==> config.mk <==
export PLATFORM = sky130hd
export DESIGN_NAME = pipe_hazard_scoreboard
export DESIGN_NICKNAME = d
export VERILOG_FILES = /design/src/rtl/pipe_hazard_scoreboard.sv
export SDC_FILE = /design/constraint.sdc
export NUM_CORES = 1
export LEC_CHECK = 0
export ABC_AREA = 1
export CAP_MARGIN = 15
export CORE_AREA = 3 3 70 56
export CTS_CLUSTER_DIAMETER = 40
export DETAILED_ROUTE_END_ITERATION = 16
export DIE_AREA = 0 0 73 59
export GPL_ROUTABILITY_DRIVEN = 0
export PLACE_DENSITY_LB_ADDON = 0.15
export SETUP_SLACK_MARGIN = 0.5
export SYNTH_ARGS = -nofsm -noshare
export SYNTH_HDL_FRONTEND = slang
export SYNTH_SLANG_ARGS = --single-unit
==> constraint.sdc <==
create_clock -name clk -period 3.77 [get_ports clk]
set_input_delay 0.5655 -clock clk [delete_from_list [all_inputs] [get_ports clk]]
set_output_delay 0.5655 -clock clk [all_outputs]
set_load 0.02 [all_outputs]
==> src/rtl/pipe_hazard_scoreboard.sv <==
// Hazard/forwarding controller sitting beside ID: tracks in-flight RF writes, stalls on unready
// producers, picks forwarding sources and flushes IF on taken transfers.
// Optional performance counters: define HAZARD_PERF_COUNTERS_EN.
module pipe_hazard_scoreboard #(
    parameter int ID_LENGTH  = 3,
    parameter int NUM_STAGES = 3,
    parameter int ALU_LAT    = 1,
    parameter int LOAD_LAT   = 2,
    localparam int FWD_W     = $clog2(NUM_STAGES + 1)
) (
    input  logic                 clk,
    input  logic                 rst,
    input  logic                 id_valid,
    input  logic [ID_LENGTH-1:0] id_src1,
    input  logic [ID_LENGTH-1:0] id_src2,
    input  logic                 id_src1_used,
    input  logic                 id_src2_used,
    input  logic [ID_LENGTH-1:0] id_dst,
    input  logic                 id_wr_en,
    input  logic                 id_is_load,
    input  logic                 id_branch_taken,
    output logic                 stall,
    output logic                 flush_if,
    output logic [FWD_W-1:0]     fwd_sel1,
    output logic [FWD_W-1:0]     fwd_sel2,
    output logic [FWD_W-1:0]     inflight,
    output logic [15:0]          stall_count,
    output logic [15:0]          flush_count
);

    // Handshake: there is no valid/ready pair here. id_valid qualifies every ID-side input in
    // the same cycle; stall tells the PC/PR1 to hold and PR2 to take a bubble on the next edge.

    typedef enum logic [0:0] {RUN, HOLD} state_t;

    state_t state, state_next;

    logic [NUM_STAGES:1]  ent_valid;
    logic [NUM_STAGES:1]  ent_load;
    logic [ID_LENGTH-1:0] ent_dst [1:NUM_STAGES];
    logic [FWD_W-1:0]     ent_age [1:NUM_STAGES];
    logic [NUM_STAGES:1]  ent_ready;

    logic [ID_LENGTH-1:0] src [2];
    logic [1:0]           src_used;
    logic [1:0]           hit;
    logic [1:0]           hit_rdy;
    logic [FWD_W-1:0]     hit_pos [2];
    logic                 issue_en;
    logic [FWD_W-1:0]     valid_cnt;

    assign src[0]      = id_src1;
    assign src[1]      = id_src2;
    assign src_used[0] = id_src1_used;
    assign src_used[1] = id_src2_used;

    // An entry's age equals its position, so it is ready once it has reached its result latency.
    always_comb begin
        for (int k = 1; k <= NUM_STAGES; k++) begin
            ent_ready[k] = ent_age[k] >= (ent_load[k] ? FWD_W'(LOAD_LAT) : FWD_W'(ALU_LAT));
        end
    end

    // Youngest match per operand: scan from position 1 and stop at the first hit.
    always_comb begin
        for (int s = 0; s < 2; s++) begin
            hit[s]     = 1'b0;
            hit_rdy[s] = 1'b0;
            hit_pos[s] = '0;
            for (int k = 1; k <= NUM_STAGES; k++) begin
                if (!hit[s] && id_valid && src_used[s] && ent_valid[k]
                    && (ent_dst[k] == src[s])) begin
                    hit[s]     = 1'b1;
                    hit_rdy[s] = ent_ready[k];
                    hit_pos[s] = FWD_W'(k);
                end
            end
        end
    end

    assign stall    = (hit[0] & ~hit_rdy[0]) | (hit[1] & ~hit_rdy[1]);
    assign fwd_sel1 = (hit[0] & hit_rdy[0] & ~stall) ? hit_pos[0] : '0;
    assign fwd_sel2 = (hit[1] & hit_rdy[1] & ~stall) ? hit_pos[1] : '0;

    always_ff @(posedge clk or posedge rst) begin
        if (rst) begin
            state <= RUN;
        end else begin
            state <= state_next;
        end
    end

    // A held instruction never flushes IF or enters the scoreboard; a pending taken branch
    // therefore flushes in the first cycle its operands are available.
    always_comb begin
        state_next = state;
        flush_if   = 1'b0;
        issue_en   = 1'b0;
        case (state)
            RUN: begin
                if (stall) begin
                    state_next = HOLD;
                end else begin
                    flush_if = id_valid & id_branch_taken;
                    issue_en = 1'b1;
                end
            end
            HOLD: begin
                if (!stall) begin
                    state_next = RUN;
                    flush_if   = id_valid & id_branch_taken;
                    issue_en   = 1'b1;
                end
            end
            default: state_next = RUN;
        endcase
    end

    always_ff @(posedge clk or posedge rst) begin
        if (rst) begin
            ent_valid <= '0;
            ent_load  <= '0;
            for (int k = 1; k <= NUM_STAGES; k++) begin
                ent_dst[k] <= '0;
                ent_age[k] <= '0;
            end
        end else begin
            ent_valid[1] <= issue_en & id_valid & id_wr_en;
            ent_load[1]  <= id_is_load;
            ent_dst[1]   <= id_dst;
            ent_age[1]   <= FWD_W'(1);
            for (int k = 2; k <= NUM_STAGES; k++) begin
                ent_valid[k] <= ent_valid[k-1];
                ent_load[k]  <= ent_load[k-1];
                ent_dst[k]   <= ent_dst[k-1];
                ent_age[k]   <= ent_age[k-1] + FWD_W'(1);
            end
        end
    end

    always_comb begin
        valid_cnt = '0;
        for (int k = 1; k <= NUM_STAGES; k++) begin
            valid_cnt = valid_cnt + FWD_W'(ent_valid[k]);
        end
    end

    assign inflight = valid_cnt;

`ifdef HAZARD_PERF_COUNTERS_EN
    logic [15:0] stall_cnt_q;
    logic [15:0] flush_cnt_q;

    always_ff @(posedge clk or posedge rst) begin
        if (rst) begin
            stall_cnt_q <= '0;
            flush_cnt_q <= '0;
        end else begin
            if (stall && (stall_cnt_q != 16'hFFFF)) begin
                stall_cnt_q <= stall_cnt_q + 16'd1;
            end
            if (flush_if && (flush_cnt_q != 16'hFFFF)) begin
                flush_cnt_q <= flush_cnt_q + 16'd1;
            end
        end
    end

    assign stall_count = stall_cnt_q;
    assign flush_count = flush_cnt_q;
`else
    assign stall_count = 16'h0000;
    assign flush_count = 16'h0000;
`endif

endmodule

==> reports/results.md <==
| Stage | Quantity | This run |
| --- | --- | --- |
| setup path | Crit start category | input pin |
| sta | Max-slew headroom at the worst pin | 0.489 |
| global routing | Pin count of the biggest net entering global routing | 21 |
| pwr | Clock share of power | 0.311 |
| cts | Clk buf depth | 2 |
| placement | Setup Slack @ Placement | 462 ps |
| floorplan | Die ar. | 4310 sq um |
| setup path | Highest net fanout along the worst path | 4 |
| cts | Register clock-pin slew on the reported worst setup and hold paths | 70 ps |
| cts | Number of buffers created by CTS | 3 |
| sta | Total negative slack for setup checks | 0 ps |
| final layout | Proportion of layout cells with a drive suffix above 1 | 0.135 |
| floorplan | Chip width | 73 um |
| sta | Upper clock frequency limit | 0.330 GHz |
| routing | Count of routing violations after the opening detailed-route iteration | 37 |
| cts | Level count of the clock H-tree | 1 |
| sta | Fin worst setup slack | 740 ps |
| final layout | Synthesis-to-finish area growth | 15.2% |
| routing | Wire length per cell after detailed routing | 10.5 um |
| final layout | Register cell area after layout | 500 sq um |
| global routing | Gr usage total | 0.132 |
| synthesis | Number of library cell types mapped by synthesis | 21 |
| sta | Clock Skews | 3.98 ps |
| global routing | Number of global-route vias before repair | 922 |
| final layout | Number of diodes | 0 |
| floorplan | Placement row count | 18 |
| setup path | Critical path endpoint category | output pin |
| final layout | Total area of multi-input combinational cells | 726 sq um |
| floorplan | Starting utilization of the core area | 0.446 |
| sta | Number of max-slew violations in the final report | 0 |
| outcome | Status | complete, no violations |
| pwr | Part of the total power dissipated in sequential elements | 0.459 |
| global routing | Overflow left after global routing | 0 |
| synthesis | Number of instances in the synthesized netlist | 202 |
| placement | Sum of net half-perimeters after detailed placement | 2330 um |
| synthesis | Post-synthesis sequential area ratio | 0.344 |
| pwr | Leak pwr | 0.958 nW |
| floorplan | Vertical die dimension | 59 um |
| pwr | Proportion of total power due to net switching | 0.303 |
| min path | Hold/Removal Path Class | register to register |
| cts | Worst-skew pair later-pin latency | 250 ps |
| setup path | Path depth of the worst reg2reg path | 10 |
| final layout | Post-layout nets | 252 |
| cts | Hold-fix buffers at CTS | 0 |
| global routing | Number of antenna violations at the first check in global routing | 0 |
| sta | Final Hold Vio Count | 0 |
| pwr | Power density cells | 307 nW/um^2 |
| routing | Total number of vias | 1,148 |
| pwr | Peak supply drop | 242 uV |
| routing | Antenna viol nets, final | 0 |
| synthesis | Post-Synthesis Mean Instance Area | 7.21 sq um |
| sta | Final min period | 3030 ps |
| setup path | Worst r2r dst | ent_valid[1]$_DFF_PP0_ |
| sta | Unrepaired setup endpoints after global routing | false |
| setup path | Critical Path RT | 3200 ps |
| setup path | Critical path data arrival time | 2460 ps |
| synthesis | Post-synth design cell area | 1460 sq um |
| run | Number of violations of the max-capacitance limit | 0 |
| sta | Post-route clock period utilization | 0.804 |
| routing | Overall routed net length | 2830 um |
| cts | Setup fix buffers added after clock tree synthesis | 0 |
| floorplan | Number of top-level design ports | 57 |
| pwr | Internal power | 0.359 mW |
| sta | Least-Margin Pin Slew | 766 ps |
| synthesis | Syn. warnings | 0 |
| setup path | Worst reg2reg setup slack | 2210 ps |
| setup path | Critical Path Sink | fwd_sel2[1] |
| global routing | First-pass GRT wire length | 4330 um |
| routing | First drt pass iteration count | 5 |
| setup path | Worst r2r src | ent_age[2]$_DFF_PP0_ |
| placement | Buffers on Ports | 24 |
| pwr | Comb pwr share | 0.230 |
| floorplan | Total core area | 3270 sq um |
| min path | Worst hold path cell count | 0 |
| cts | Clock tree from TritonCTS | yes |
| routing | DRC | 0 |
| sta | # setup viols final | 0 |
| synthesis | Flip-flop and latch count after synthesis | 20 |
| setup path | Launch point of the worst path | id_src1[0] |
| cts | Cell at the root of the clock tree | sky130_fd_sc_hd__clkbuf_8 |
| final layout | Number of fill cells in the layout | 308 |
| pwr | Power spent charging and discharging nets | 0.156 mW |
| setup path | Crit Path Class | input pin to output pin |
| routing | Average vias per placed instance | 4.27 |
| cts | # clock sinks | 20 |
-- cell type report --
class	count	share of cell area
flip-flops and latches	20	0.298
inverters	28	0.0634
clock buffers	4	0.0328
multi-input cells	153	0.433
repair buffers	24	0.143
well taps	40	0.0298
-- cells in the final DEF (no fill, tap or decap), drive strengths merged --
cell,n
nor2,20
fa,1
a21oi,9
clkinv,1
nor3,1
nand4,1
dfrtp,20
clkbuf,4
xor2,1
nand2,70
ha,4
inv,27
dlymetal6s2s,2
o21ai,1
dlygate4sd2,4
conb,33
clkdlybuf4s50,18
nand3,12
-- layer usage --
layer  up-vias  global-route usage  share of wire
met5         -                   0              0
met4         0              0.0237          0.013
met3         4              0.0356          0.066
met2        46               0.187           0.41
met1       500               0.202           0.51
li1        598                   -              -
-- flip-flops by register name (all words and copies together), names as in the netlist --
| signal | count |
|---|---|
| ent_age | 5 |
| ent_load | 3 |
| ent_dst | 9 |
| ent_valid | 3 |
-- worst max-delay path: stages --
cell and delay [ps]:
sky130_fd_sc_hd__clkdlybuf4s50_1 520, sky130_fd_sc_hd__inv_1 90, sky130_fd_sc_hd__nand2_1 60, sky130_fd_sc_hd__nand2_1 50
sky130_fd_sc_hd__nor2_2 160, sky130_fd_sc_hd__nand2_2 110, sky130_fd_sc_hd__nor3_1 210, sky130_fd_sc_hd__nor2_2 80
sky130_fd_sc_hd__nand3_2 80, sky130_fd_sc_hd__nand2_1 80, sky130_fd_sc_hd__nor2_1 110, sky130_fd_sc_hd__dlygate4sd2_1 340
-- cell usage after synthesis, drive strengths merged --
| master | count | area share |
|---|---|---|
| dfrtp | 20 | 0.34 |
| nand3 | 12 | 0.055 |
| nor2 | 20 | 0.067 |
| a21oi | 9 | 0.034 |
| nor3 | 1 | 0.0034 |
| nand4 | 1 | 0.0043 |
| inv | 27 | 0.070 |
| buf | 32 | 0.16 |
| o21ai | 1 | 0.0034 |
| fa | 1 | 0.014 |
| ha | 4 | 0.034 |
| conb | 2 | 0.0052 |
| xor2 | 1 | 0.0060 |
| nand2 | 70 | 0.19 |
| clkinv | 1 | 0.0034 |
-- kinds of logic after synthesis --
group | Yosys count | share of synthesized area
AO/OA/AOI/OAI | 10 | 0.0369
XOR/XNOR | 1 | 0.00601
adder cells (fa/ha/maj) | 5 | 0.0481
buffers and inverters | 60 | 0.238
flip-flops | 20 | 0.344
other | 2 | 0.00516
AND/OR/NAND/NOR | 104 | 0.322
-- through the flow --
stage                     cell area [sq um]  total power, mW  hold WS (ps)   util  std cells
after floorplan                        1570            0.344           354      -        233
final                                  1680            0.515           378  0.514        269
after CTS                              1670            0.519           379  0.512        269
after global routing                   1680            0.543           383  0.514        269
after detailed placement               1620            0.359           363  0.497        265
after global placement                 1620            0.359           362  0.497        265
-- power by group through the flow --
stage | clock network [mW] | registers (mW) | logic [mW]
after global routing | 0.171 | 0.238 | 0.133
after detailed placement | 0 | 0.241 | 0.118
after global placement | 0 | 0.241 | 0.119
after floorplan | 0 | 0.238 | 0.107
final | 0.160 | 0.237 | 0.118
after CTS | 0.164 | 0.237 | 0.119
-- how the worst min path moves through the flow --
stage	to	slack (ps)	from
global placement	ent_load[3]$_DFF_PP0_	360	ent_load[2]$_DFF_PP0_
floorplan	ent_age[3]$_DFF_PP0_	350	ent_age[4]$_DFF_PP0_
CTS	ent_load[3]$_DFF_PP0_	380	ent_load[2]$_DFF_PP0_
finish	ent_load[3]$_DFF_PP0_	380	ent_load[2]$_DFF_PP0_
detailed placement	ent_load[3]$_DFF_PP0_	360	ent_load[2]$_DFF_PP0_
global route	ent_load[3]$_DFF_PP0_	380	ent_load[2]$_DFF_PP0_
-- what timing repair did --
item / CTS / global route
gates cloned: 0 / 0
endpoints found under the hold margin: 0 / 0
setup endpoints to repair: 4 / 2
pin swaps: 0 / 0
resized for setup: 4 / 2
(Power assumes the default switching activity.)
